<file path="src/rtl/ir_pkg.sv">
// Shared types and constants for the keypad-to-IR transmitter.
// Contents:
//   ir_state_e    - transmitter FSM states
//   MODE_*        - protocol selection values for the MODE parameter
//   T_*           - state durations in protocol units T
//   is_mark()     - true for states that drive the IR envelope high
package ir_pkg;

  typedef enum logic [2:0] {
    StIdle,
    StLeadMark,
    StLeadSpace,
    StRptSpace,
    StBitMark,
    StBitSpace,
    StStopMark,
    StGap
  } ir_state_e;

  localparam int unsigned MODE_NEC     = 0;
  localparam int unsigned MODE_SAMSUNG = 1;

  // Durations in T; 5 bits cover the longest (16T) leader.
  localparam logic [4:0] T_LEAD_NEC     = 5'd16;
  localparam logic [4:0] T_LEAD_SAMSUNG = 5'd8;
  localparam logic [4:0] T_LEAD_SPACE   = 5'd8;
  localparam logic [4:0] T_RPT_SPACE    = 5'd4;
  localparam logic [4:0] T_UNIT         = 5'd1;
  localparam logic [4:0] T_ONE_SPACE    = 5'd3;

  function automatic logic is_mark(ir_state_e s);
    return (s == StLeadMark) || (s == StBitMark) || (s == StStopMark);
  endfunction

endpackage

</file>
<file path="src/rtl/ir_debounce.sv">
// Single-bit key debouncer.
// A 2-FF synchroniser feeds a stability counter; the debounced level only
// follows the synchronised input after DEB_CYC consecutive cycles of
// disagreement. Resets to "released".
// Ports:
//   clk_i   system clock
//   rst_ni  asynchronous active-low reset
//   key_i   raw asynchronous key level
//   key_o   debounced key level
module ir_debounce #(
  parameter int unsigned DEB_CYC = 250000
) (
  input  logic clk_i,
  input  logic rst_ni,
  input  logic key_i,
  output logic key_o
);

  localparam int unsigned CW = (DEB_CYC > 1) ? $clog2(DEB_CYC) : 1;
  localparam logic [CW-1:0] CntLast = CW'(DEB_CYC - 1);

  logic          sync1_q, sync2_q;
  logic          stable_q, stable_d;
  logic [CW-1:0] cnt_q, cnt_d;

  always_comb begin
    stable_d = stable_q;
    cnt_d    = '0;
    if (sync2_q != stable_q) begin
      if (cnt_q == CntLast) begin
        stable_d = sync2_q;
      end else begin
        cnt_d = cnt_q + CW'(1);
      end
    end
  end

  always_ff @(posedge clk_i or negedge rst_ni) begin
    if (!rst_ni) begin
      sync1_q  <= 1'b0;
      sync2_q  <= 1'b0;
      stable_q <= 1'b0;
      cnt_q    <= '0;
    end else begin
      sync1_q  <= key_i;
      sync2_q  <= sync1_q;
      stable_q <= stable_d;
      cnt_q    <= cnt_d;
    end
  end

  assign key_o = stable_q;

endmodule

</file>
<file path="src/rtl/ir_keypad_tx.sv">
// Keypad-to-infrared transmitter.
// Debounces N_KEYS keys, picks the lowest-index held key, looks up its 32-bit
// code and sends it as an NEC (MODE=0) or Samsung (MODE=1) frame, modulated
// onto a carrier. While the key stays held the frame auto-repeats every
// FRAME_T units: NEC sends a short repeat code, Samsung resends the frame.
// Ports:
//   clk         system clock
//   rst_n       asynchronous active-low reset
//   en          transmit enable, looked at only when a frame would start
//   key         raw active-high keys
//   cmd_table   code for key i at bits [32i+31:32i]
//   ir_out      envelope AND carrier, drives the IR LED
//   ir_env      unmodulated envelope (1 = mark)
//   busy        high whenever the FSM is not idle
//   active_key  index of the key being sent
//   frame_done  one-cycle pulse at the end of each frame/repeat gap
module ir_keypad_tx
  import ir_pkg::*;
#(
  parameter int unsigned N_KEYS      = 2,
  parameter int unsigned MODE        = 1,
  parameter int unsigned TICK_CYC    = 14063,
  parameter int unsigned CARRIER_DIV = 658,
  parameter int unsigned DEB_CYC     = 250000,
  parameter int unsigned FRAME_T     = 192
) (
  input  logic                 clk,
  input  logic                 rst_n,
  input  logic                 en,
  input  logic [N_KEYS-1:0]    key,
  input  logic [N_KEYS*32-1:0] cmd_table,
  output logic                 ir_out,
  output logic                 ir_env,
  output logic                 busy,
  output logic [3:0]           active_key,
  output logic                 frame_done
);

  localparam int unsigned TW = (TICK_CYC > 1) ? $clog2(TICK_CYC) : 1;
  localparam int unsigned CW = $clog2(CARRIER_DIV);
  localparam int unsigned FW = (FRAME_T > 1) ? $clog2(FRAME_T) : 1;

  localparam logic [TW-1:0] TickLast  = TW'(TICK_CYC - 1);
  localparam logic [CW-1:0] CarLast   = CW'(CARRIER_DIV - 1);
  localparam logic [CW-1:0] CarHalf   = CW'(CARRIER_DIV / 2);
  localparam logic [FW-1:0] FrameLast = FW'(FRAME_T - 1);

  // Debounced keys
  logic [N_KEYS-1:0] deb;

  for (genvar gi = 0; gi < N_KEYS; gi++) begin : g_deb
    ir_debounce #(
      .DEB_CYC(DEB_CYC)
    ) u_deb (
      .clk_i (clk),
      .rst_ni(rst_n),
      .key_i (key[gi]),
      .key_o (deb[gi])
    );
  end

  ir_state_e     state_q, state_d;
  logic [TW-1:0] tick_q, tick_d;
  logic [4:0]    tcnt_q, tcnt_d;
  logic [FW-1:0] frame_q, frame_d;
  logic [CW-1:0] car_q, car_d;
  logic [4:0]    bit_idx_q, bit_idx_d;
  logic [31:0]   code_q, code_d;
  logic [3:0]    key_idx_q, key_idx_d;
  logic          rpt_q, rpt_d;
  logic          ir_env_q, ir_env_d;
  logic          busy_q, busy_d;
  logic          frame_done_q, frame_done_d;

  // Key selection: lowest-index debounced key wins.
  logic        any_key, held_same, found;
  logic [3:0]  sel_idx;
  logic [31:0] sel_code;

  always_comb begin
    any_key   = |deb;
    found     = 1'b0;
    sel_idx   = '0;
    sel_code  = '0;
    held_same = 1'b0;
    for (int i = 0; i < N_KEYS; i++) begin
      if (deb[i] && !found) begin
        found    = 1'b1;
        sel_idx  = 4'(i);
        sel_code = cmd_table[32*i +: 32];
      end
      if (deb[i] && (key_idx_q == 4'(i))) begin
        held_same = 1'b1;
      end
    end
  end

  // Unit timing: tick_q divides clk into T, tcnt_q counts T within a state.
  logic       tick_wrap, unit_done, bit_val;
  logic [4:0] dur;

  assign tick_wrap = (tick_q == TickLast);
  assign bit_val   = code_q[5'd31 - bit_idx_q];

  always_comb begin
    case (state_q)
      StLeadMark:  dur = (MODE == MODE_SAMSUNG) ? T_LEAD_SAMSUNG : T_LEAD_NEC;
      StLeadSpace: dur = T_LEAD_SPACE;
      StRptSpace:  dur = T_RPT_SPACE;
      StBitSpace:  dur = bit_val ? T_ONE_SPACE : T_UNIT;
      default:     dur = T_UNIT;
    endcase
  end

  assign unit_done = tick_wrap && (tcnt_q == dur - 5'd1);

  // Next-state logic
  logic gap_end, frame_start, entering;

  always_comb begin
    state_d     = state_q;
    gap_end     = 1'b0;
    frame_start = 1'b0;
    case (state_q)
      StIdle: begin
        if (en && any_key) begin
          state_d     = StLeadMark;
          frame_start = 1'b1;
        end
      end
      StLeadMark: begin
        if (unit_done) state_d = rpt_q ? StRptSpace : StLeadSpace;
      end
      StLeadSpace: begin
        if (unit_done) state_d = StBitMark;
      end
      StRptSpace: begin
        if (unit_done) state_d = StStopMark;
      end
      StBitMark: begin
        if (unit_done) state_d = StBitSpace;
      end
      StBitSpace: begin
        if (unit_done) state_d = (bit_idx_q == 5'd31) ? StStopMark : StBitMark;
      end
      StStopMark: begin
        if (unit_done) state_d = StGap;
      end
      StGap: begin
        // The gap is measured against the frame counter, not its own entry.
        if (tick_wrap && (frame_q == FrameLast)) begin
          gap_end = 1'b1;
          if (en && held_same) begin
            state_d     = StLeadMark;
            frame_start = 1'b1;
          end else begin
            state_d = StIdle;
          end
        end
      end
      default: state_d = StIdle;
    endcase
  end

  // Datapath next-state
  always_comb begin
    entering = (state_d != state_q);

    tick_d  = (entering || tick_wrap) ? '0 : tick_q + TW'(1);
    tcnt_d  = entering ? '0 : (tick_wrap ? tcnt_q + 5'd1 : tcnt_q);
    frame_d = frame_start ? '0 : (tick_wrap ? frame_q + FW'(1) : frame_q);

    // Every mark starts on the high half of a carrier period.
    if ((entering && is_mark(state_d)) || (car_q == CarLast)) begin
      car_d = '0;
    end else begin
      car_d = car_q + CW'(1);
    end

    bit_idx_d = bit_idx_q;
    if (state_q == StLeadSpace) begin
      bit_idx_d = '0;
    end else if ((state_q == StBitSpace) && (state_d == StBitMark)) begin
      bit_idx_d = bit_idx_q + 5'd1;
    end

    // Code and index are frozen for the whole press; repeats reuse them.
    code_d    = code_q;
    key_idx_d = key_idx_q;
    rpt_d     = rpt_q;
    if (frame_start) begin
      rpt_d = (state_q == StGap) && (MODE == MODE_NEC);
      if (state_q == StIdle) begin
        code_d    = sel_code;
        key_idx_d = sel_idx;
      end
    end

    ir_env_d     = is_mark(state_d);
    busy_d       = (state_d != StIdle);
    frame_done_d = gap_end;
  end

  always_ff @(posedge clk or negedge rst_n) begin
    if (!rst_n) begin
      state_q      <= StIdle;
      tick_q       <= '0;
      tcnt_q       <= '0;
      frame_q      <= '0;
      car_q        <= '0;
      bit_idx_q    <= '0;
      code_q       <= '0;
      key_idx_q    <= '0;
      rpt_q        <= 1'b0;
      ir_env_q     <= 1'b0;
      busy_q       <= 1'b0;
      frame_done_q <= 1'b0;
    end else begin
      state_q      <= state_d;
      tick_q       <= tick_d;
      tcnt_q       <= tcnt_d;
      frame_q      <= frame_d;
      car_q        <= car_d;
      bit_idx_q    <= bit_idx_d;
      code_q       <= code_d;
      key_idx_q    <= key_idx_d;
      rpt_q        <= rpt_d;
      ir_env_q     <= ir_env_d;
      busy_q       <= busy_d;
      frame_done_q <= frame_done_d;
    end
  end

  assign ir_env     = ir_env_q;
  assign ir_out     = ir_env_q & (car_q < CarHalf);
  assign busy       = busy_q;
  assign active_key = key_idx_q;
  assign frame_done = frame_done_q;

endmodule

</file>
<file path="config.mk">
export PLATFORM = sky130hd
export DESIGN_NAME = ir_keypad_tx
export DESIGN_NICKNAME = d
export VERILOG_FILES = /design/src/rtl/ir_pkg.sv /design/src/rtl/ir_debounce.sv /design/src/rtl/ir_keypad_tx.sv
export SDC_FILE = /design/constraint.sdc
export NUM_CORES = 1
export LEC_CHECK = 0
export ABC_AREA = 1
export BUFFER_PORTS_ARGS = -buffer_cell sky130_fd_sc_hd__buf_2
export CORE_UTILIZATION = 50
export DETAILED_ROUTE_END_ITERATION = 16
export PLACE_DENSITY_LB_ADDON = 0.3
export SETUP_SLACK_MARGIN = 0.15
export SLEW_MARGIN = 20
export SYNTH_ARGS = -nofsm -noshare
export SYNTH_HDL_FRONTEND = slang
export SYNTH_HIERARCHICAL = 1
export SYNTH_SLANG_ARGS = --single-unit
</file>
<file path="constraint.sdc">
create_clock -name clk -period 4.8 [get_ports clk]
set_clock_uncertainty 0.15 [all_clocks]
set_input_delay 0.96 -clock clk [delete_from_list [all_inputs] [get_ports clk]]
set_output_delay 0.96 -clock clk [all_outputs]
set_load 0.1 [all_outputs]
</file>
# Word level (Yosys, flattened, before mapping)
# Index checks and enable logic that the tools add are counted.
# classes
n_addsub	9
magnitude_cmp	2
eq_ne	21
muxes	39
n_bitwise	1
reduce_logical	25
# ops
operator	n
18-bit 2-to-1 mux	4
32-bit 2-to-1 mux	2
18-bit by 1-bit adder with 18-bit output, second input constant	2
18-bit equality test, second input constant	2
3-bit 2-to-1 mux	8
3-bit one-hot mux with 8 select lines	1
5-bit 2-to-1 mux	4
3-bit equality test, second input constant	6
8-bit 2-to-1 mux	2
14-bit by 1-bit adder with 14-bit output, second input constant	1
14-bit equality test, second input constant	1
14-bit 2-to-1 mux	1
4-bit one-hot mux with 3 select lines	1
1-bit 2-to-1 mux	11
10-bit by 1-bit adder with 10-bit output, second input constant	1
5-bit by 1-bit adder with 5-bit output, second input constant	2
10-bit equality test, second input constant	1
10-bit by 9-bit < comparator with 1-bit output, second input constant	1
10-bit 2-to-1 mux	1
1-bit logical AND	9
8-bit by 1-bit adder with 8-bit output, second input constant	1
8-bit equality test, second input constant	1
3-bit by 1-bit equality test with 1-bit output, second input constant	2
3-bit by 2-bit equality test with 1-bit output, second input constant	2
other kinds (20)	30
# word_totals
ff_bits	126
in_bits	69
out_inout_bits	8
elab_cells	116

# Logic depth before layout (Yosys ltp)
# Gate-level depths: netlist (run 1).
# logic_depth
word_depth	16
mapped_depth	26
depth_no_buf	25

# Cells and area by module
# Netlist (run 1), hierarchy kept.
# by_module_without_submodules
mod	n_inst	cells_per_inst	area_each_um2	seq_area_each_um2
ir_keypad_tx	1	611	4678.2	2026.9
ir_debounce	2	143	1136.1	525.5

# Worst setup path before layout (run 1)
# Ideal clock, no wire load.
# synth_timing
path_type	register to output
from	register ir_env_q, in the netlist ir_env
to	output ir_out
arrival_time_ps	2614
required_ps	3690
path_slack_ps	1076
stages_incl_launch_ff	3
n_path_buf	0
path_cell_list	dfrtp_1 nand3_1 a31oi_1
# synth_via
elab_chain_len	1
# synth_lines
element	line_no	text
from (decl)	ir_keypad_tx.sv:71	logic ir_env_q, ir_env_d;
from (signal assigned)	ir_keypad_tx.sv:228	ir_env_q <= ir_env_d;
1-bit bitwise AND	ir_keypad_tx.sv:235	assign ir_out = ir_env_q & (car_q < CarHalf);
to (decl)	ir_keypad_tx.sv:32	output logic ir_out,
# No other way between the ends.

# Worst setup path after layout (run 1)
# layout_timing
from	register bit_idx_q[0]
to	register car_q[8]
# layout_via
elab_chain_len	16
word_cells_on_any_way	26
cone_classes	2 x add/sub; 6 x eq/ne; 13 x mux; 5 x reduce/logical
# layout_lines
element	line_no	text
from (decl)	ir_keypad_tx.sv:67	logic [4:0] bit_idx_q, bit_idx_d;
from (signal assigned)	ir_keypad_tx.sv:224	bit_idx_q <= bit_idx_d;
5-bit subtractor	ir_keypad_tx.sv:103	assign bit_val = code_q[5'd31 - bit_idx_q];
1-bit binary-select mux with 5-bit select	ir_keypad_tx.sv:103	
1-bit 2-to-1 mux (not written as such)	ir_keypad_tx.sv:103	
2-bit 2-to-1 mux	ir_keypad_tx.sv:110	StBitSpace: dur = bit_val ? T_ONE_SPACE : T_UNIT;
4-bit one-hot mux with 3 select lines	ir_keypad_tx.sv:106	case (state_q)
5-bit by 1-bit subtractor with 5-bit output	ir_keypad_tx.sv:115	assign unit_done = tick_wrap && (tcnt_q == dur - 5'd1);
5-bit equality test	ir_keypad_tx.sv:115	
1-bit logical AND	ir_keypad_tx.sv:115	
(+2 left out)	--	
3-bit by 1-bit equality test with 1-bit output or 3-bit equality test (tied branches)	--	
1-bit logical OR	--	
1-bit logical OR (*)	--	
via ir_env_d	ir_keypad_tx.sv:71	
1-bit logical AND (*)	ir_keypad_tx.sv:174	if ((entering && is_mark(state_d)) || (car_q == CarLast)) begin
1-bit logical OR (*)	ir_keypad_tx.sv:174	
10-bit 2-to-1 mux (*)	ir_keypad_tx.sv:174	
via car_d[8]	ir_keypad_tx.sv:66	logic [CW-1:0] car_q, car_d;
to (signal assigned)	ir_keypad_tx.sv:223	car_q <= car_d;
to (decl)	ir_keypad_tx.sv:66	
# Mark *: on every way through the listed nets, which the timed path passes. The rest lies on a longest branch. The select of a mux whose other input is x is not followed.
# A chain may end at the register's enable or synchronous reset.

==> metrics, run 1 <==
CTS root buffer=clkbuf_16; cell mode on critical path=nand2_1; Port Buffer Count=73; # rows=42; Crit-path slowest cell=dfrtp_1; Least-Margin Pin Slew=741 ps; total track usage=22.5%; Core ar.=13,400 um^2; Critical Path AT=4130 ps; H-Tree Depth=4; crit end category=register; critical path class=reg2reg; main flop type after synthesis=dfrtp_1; pin count of the biggest net entering global routing=67; Hold Crit Class=reg2reg; nets@finish=1,048; clock latency on the worst-skew pair=410 ps; Chip Width=120 um; DP Wirelength=10.2 mm; first-pass GRT wire length=25.9 mm; Mapped Area=6950 um^2; drt wl/cell=12.7 um; fillcell total=1,224; die area=14,400 um^2; cts bufs inserted=17; synth unique cells=42; CTS Sinks=123; Ant. Diodes=0; status=finished clean; vias in the first global route=5,620; post-cts sizing count=0; via/cell ratio=5.16; VDD IR-drop max=0.271 mV; Post-CTS Setup Inserts=0; async set-reset flop share out of synthesis=100%; DRC viols=0; fin crit share=83.0%; CP Cell Sequence=inv_1 -> o21ai_0 -> o22ai_1 -> nor2_1 -> or3_1 -> o211ai_1 -> o211ai_1 -> ha_1 -> nand2_1 -> nand2_1 -> nor2_1 -> nand3_2 -> nor2_4 -> nand3b_1 -> nand2_1 -> nand2_1 -> nand2_2 -> nand3_1 -> o21ai_2 -> nand2_4 -> nand2_8 -> nor2_2; flops & latches, synth=123; I/O Pins=77; Critical Path Source Type=register; Max Root-Sink Buffers=2; fmax=0.251 GHz; Synth Instances=897; grt ovf=0; Max FO, Critical Path=20; setup repair after global routing missed its margin=false; GPL Wtd Cong=0.842; Cell Pwr Density=299 nW/um^2; drt first pass iters=5; Seq/Total Area, Yosys=44.3%; Syn Area/Cell=7.75 um^2; Post-CTS Hold Fix Bufs=0; worst endpoint required time=4950 ps; number of synthesized flops with an enable pin=0; clk slew on worst S/H paths=50 ps; Vias=5,961; die height=120 um; First DRT Iteration DRCs=337; Worst R2R Start=bit_idx_q[0]; Max-cap violations=0; Static Leakage=0.00382 uW; final slew viol count=0; post-route core utilization=60.3%; Slew HR=50.6%; Starting Density=51.9%; Fin Setup TNS=0 ps; CP max stage delay=580 ps; initial antenna violation count=0; final wirelength=14.6 mm; Critical Path Start=bit_idx_q[0]; remaining antenna violation count=0; Synth Warn #=6; Tmin final=3990 ps; final-report hold violation count=0; layout cells sized above 1=18.6%; # setup viols final=0; CTS tree=yes; growth of design area from synthesis to finish=16.3%; Hold Path Origin=g_deb[0].u_deb/sync1_q
-- layer usage --
layer	routed length (um)	GRT usage, %	part of all wire (%)
met2	6780	34.6	46
met4	214	7.42	1.5
met1	6970	31.2	48
met5	0	0	0
met3	675	5.56	4.6
-- per-stage QoR --
stage	power, uW	hold WS, ps	std cells	setup slack (ps)	area (um^2)
2_1_floorplan	1090	181	899	1080	6960
3_3_place_gp	1140	199	1124	1080	7480
3_5_place_dp	1140	195	1124	931	7480
4_1_cts	2440	207	1155	847	8080
5_1_grt	2500	226	1155	511	8080
6_report	2410	201	1155	814	8080
-- area by class of cell --
| class | instances | area (um^2) | area share, % |
|---|---|---|---|
| multi-input combinational | 653 | 3420 | 42.3 |
| sequential | 123 | 3080 | 38.1 |
| clock buffer | 20 | 457 | 5.65 |
| timing repair buffer | 77 | 410 | 5.08 |
| inverter | 95 | 357 | 4.41 |
| tap | 176 | 220 | 2.72 |
| clock inverter | 11 | 145 | 1.80 |
-- worst paths after layout --
path	end	slack, ps	cells past startpoint
worst min register to register	g_deb[0].u_deb/sync2_q	200	0
min in group asynchronous	tick_q[3]	450	1
worst min-delay path	g_deb[0].u_deb/sync2_q	200	0
worst max-delay path	car_q[8]	810	22
worst max register to register	car_q[8]	810	22
max in group asynchronous	code_q[2]	3240	2
-- cell families (layout without fill, tap and decap cells) --
family / after synthesis / after routing / synth area share [%]
buf+inv: 123 / 203 / 6.86
other cells: 1 / 3 / 0.0540
fa+ha+maj: 12 / 12 / 2.16
flops: 123 / 123 / 44.3
simple gates: 532 / 532 / 36.1
compound gates: 70 / 70 / 5.99
xor+xnor: 36 / 36 / 4.54
-- synthesized netlist by cell type (all sizes together), types with 11 or more instances --
| cell | number | share of area [%] |
|---|---|---|
| ha | 12 | 2.2 |
| dfrtp | 123 | 44 |
| clkbuf | 20 | 1.1 |
| xor2 | 29 | 3.7 |
| a21oi | 19 | 1.6 |
| nor3b | 11 | 1.2 |
| nand4 | 11 | 0.99 |
| inv | 95 | 5.1 |
| o21ai | 31 | 2.3 |
| nor2 | 162 | 10 |
| nand2 | 181 | 11 |
| nand3 | 148 | 11 |
| nor3 | 12 | 0.86 |
-- layout by cell type, fill, tap and decap left out, types with 20 or more instances in the layout --
| cell type | synthesis | final |
|---|---|---|
| buf_2 | 3 | 72 |
| dfrtp_1 | 123 | 123 |
| inv_1 | 84 | 84 |
| nand2_1 | 157 | 157 |
| nand2_2 | 20 | 20 |
| nand3_1 | 144 | 144 |
| nor2_1 | 135 | 133 |
| nor2_2 | 19 | 20 |
| o21ai_0 | 25 | 25 |
| xor2_1 | 29 | 29 |
-- power breakdown --
| group | leakage (uW) | switching (uW) | internal, uW |
|---|---|---|---|
| clock | 0.000276 | 453 | 837 |
| sequential | 0.00163 | 4.86 | 1040 |
| combinational | 0.00191 | 48.6 | 26.2 |
-- critical path, delay by kind of cell (launching register included) --
kind	cells	cell delay (ps)
flops	1	580
simple gates	15	1620
compound gates	5	760
fa+ha+maj	1	310
buf+inv	1	460
-- state kept, by name, summed over array words and instances (netlist names), 2 cells and up --
name and cells:
g_deb.u_deb/sync1_q 2, frame_q 8, state_q 3, code_q 32, g_deb.u_deb/cnt_q 36, tick_q 14, g_deb.u_deb/sync2_q 2, tcnt_q 5
g_deb.u_deb/key_o 2, bit_idx_q 5, car_q 10
No activity file was read; power rests on OpenSTA's default activity.
==> inputs of run 2 (changes only) <==
==> constraint.sdc (replaced) <==
create_clock -name clk -period 3.9 [get_ports clk]
set_clock_uncertainty 0.15 [all_clocks]
set_input_delay 0.78 -clock clk [delete_from_list [all_inputs] [get_ports clk]]
set_output_delay 0.78 -clock clk [all_outputs]
set_load 0.1 [all_outputs]
==> metrics, run 2 (same netlist as run 1, synthesis figures left out) <==
vias in the first global route=5,687 (+1.2%); fillcell total=1,226 (+0.16%); Tmin final=3410 ps (-578 ps); I/O Pins=77 (unchanged); crit end category=register; Max Root-Sink Buffers=2 (unchanged); nets@finish=1,048 (unchanged); Fin Setup TNS=0 ps (unchanged); final-report hold violation count=0 (unchanged); First DRT Iteration DRCs=427 (+27%); initial antenna violation count=0 (unchanged); cell mode on critical path=nand2_2; r2r setup slk=490 ps (-320 ps); Core ar.=13,400 um^2 (unchanged); Post-CTS Hold Fix Bufs=0 (unchanged); Crit-path slowest cell=dfrtp_1; layout cells sized above 1=18.9% (+0.29 points); final wirelength=14.7 mm (+0.70%); Chip Width=120 um (unchanged); die height=120 um (unchanged); fmax=0.293 GHz (+17%); CP Depth=22 (unchanged); Reg power frac=43.7% (+0.3 points); Psw=683 uW (+35%); growth of design area from synthesis to finish=16.3% (about the same); Max FO, Critical Path=12 (-40%); Vias=5,939 (-0.37%); Most flops, register=g_deb.u_deb/cnt_q; R2R depth=22 (unchanged); cts bufs inserted=17 (unchanged); Ant. Diodes=0 (unchanged); worst endpoint required time=4050 ps (-900 ps); CP Cell Sequence=inv_2 -> o21ai_0 -> o22ai_1 -> nor2_1 -> or3_1 -> o211ai_1 -> o211ai_1 -> ha_1 -> nand2_1 -> nand2_1 -> nor2_1 -> nand3_2 -> nor2_4 -> nand2_2 -> o21ai_2 -> nand2_2 -> a21oi_2 -> nand2_2 -> o21ai_2 -> nand2_4 -> nand2_8 -> nor2_2; Least-Margin Pin Slew=1010 ps (+269 ps); grt ovf=0 (unchanged); Starting Density=51.9% (unchanged); Layout Cells excl Fill=1,156 (+0.087%); total track usage=22.9% (+0.39 points); GPL Wtd Cong=0.848 (+0.69%); # setup viols final=0 (unchanged); Cell Pwr Density=365 nW/um^2 (+22%); first-pass GRT wire length=26.4 mm (+1.7%); Port Buffer Count=73 (unchanged); pin count of the biggest net entering global routing=67 (unchanged); CTS tree=yes; hold depth=0 (unchanged); Comb pwr share=3.1% (about the same); clk slew on worst S/H paths=60 ps (about the same); DP Wirelength=10.3 mm (+1.1%); Hold Crit Class=reg2reg; DP Cell Count=1,124 (unchanged); top flop regs=g_deb.u_deb/cnt_q: 36 flops, code_q: 32 flops, tick_q: 14 flops; VDD IR-drop max=0.328 mV (+21%); drt wl/cell=12.8 um (+0.62%); CTS root buffer=clkbuf_16; switching share of power=23.2% (+2.2 points); DRC viols=0 (unchanged); status=finished clean; CP max stage delay=500 ps (-80 ps); Clock Power Share=53.2% (-0.3 points); final slew viol count=0 (unchanged); commonest non-fill, non-tap cell in the layout=nand2_1; Hold WS=203 ps (+1.33 ps); Pint=2270 uW (+19%); H-Tree Depth=4 (unchanged); Critical Path AT=3560 ps (-570 ps); via/cell ratio=5.14 (-0.46%); remaining antenna violation count=0 (unchanged); Static Leakage=0.00382 uW (about the same); # rows=42 (unchanged); Max-cap violations=0 (unchanged); Largest delay share family, worst path=simple AND/OR/NAND/NOR gates; CP bufs+invs=1 (unchanged); drt first pass iters=5 (unchanged); number of flip-flops in the largest register=36 (unchanged); Critical Path Source Type=register; CTS Sinks=123 (unchanged); Tot Pwr=2950 uW (+22%); Slew HR=32.2% (-18 points); setup repair after global routing missed its margin=false; fin crit share=87.4% (+4.3 points); clock latency on the worst-skew pair=420 ps (about the same); die area=14,400 um^2 (unchanged); most frequent cells in the layout=157 x nand2_1, 144 x nand3_1, 133 x nor2_1; critical path class=reg2reg
-- run 2: power by group through the flow --
stage          Combinational (uW)  Sequential (uW)  Clock (uW)
5_1_grt                       104             1290        1650
2_1_floorplan                29.9             1310           0
3_3_place_gp                 94.3             1310           0
3_5_place_dp                 94.6             1310           0
6_report                     91.4             1290        1570
4_1_cts                      94.9             1290        1600
-- run 2: worst reg2reg max path, cell delays in order, from the launching register on --
cell and delay [ps]:
dfrtp_1 500, inv_2 170, o21ai_0 100, o22ai_1 110, nor2_1 50, or3_1 350
o211ai_1 90, o211ai_1 110, ha_1 300, nand2_1 80, nand2_1 50, nor2_1 110
nand3_2 110, nor2_4 140, nand2_2 80, o21ai_2 70, nand2_2 90, a21oi_2 180
nand2_2 100, o21ai_2 110, nand2_4 90, nand2_8 120, nor2_2 50
-- run 2: path summary, 6_finish.rpt --
path / from / to
min reg2reg: g_deb[1].u_deb/sync1_q / g_deb[1].u_deb/sync2_q
max in group asynchronous: rst_n / bit_idx_q[4]
min in group asynchronous: rst_n / g_deb[0].u_deb/cnt_q[10]
max: bit_idx_q[1] / car_q[5]
min: g_deb[1].u_deb/sync1_q / g_deb[1].u_deb/sync2_q
max reg2reg: bit_idx_q[1] / car_q[5]
-- run 2: per-layer routing --
metal,GRT usage (%),wire length [um]
met1,32.0,7150
met2,34.6,6710
met3,5.70,677
met4,8.13,208
met5,0,0
-- run 2: final cells by class --
type | instances | area, um^2 | share of cell area, %
repair buffers | 77 | 414 | 5.12
inverters | 95 | 360 | 4.46
clock inverters | 15 | 165 | 2.04
flip-flops and latches | 123 | 3080 | 38.1
well taps | 176 | 220 | 2.72
clock buffers | 17 | 425 | 5.26
multi-input cells | 653 | 3420 | 42.3
-- run 2: repair_timing --
| item | 4_1_cts | 5_1_grt |
|---|---|---|
| setup endpoints to repair | 0 | 15 |
| buffers inserted | 0 | 0 |
| resized for setup | 0 | 3 |
-- run 2: through the flow --
stage	utilization (%)	area [um^2]	setup slack (ps)
after floorplan	-	6960	356
after global placement	55.8	7480	491
after detailed placement	55.8	7480	430
after CTS	60.3	8070	418
after global routing	60.3	8080	154
final	60.3	8080	492
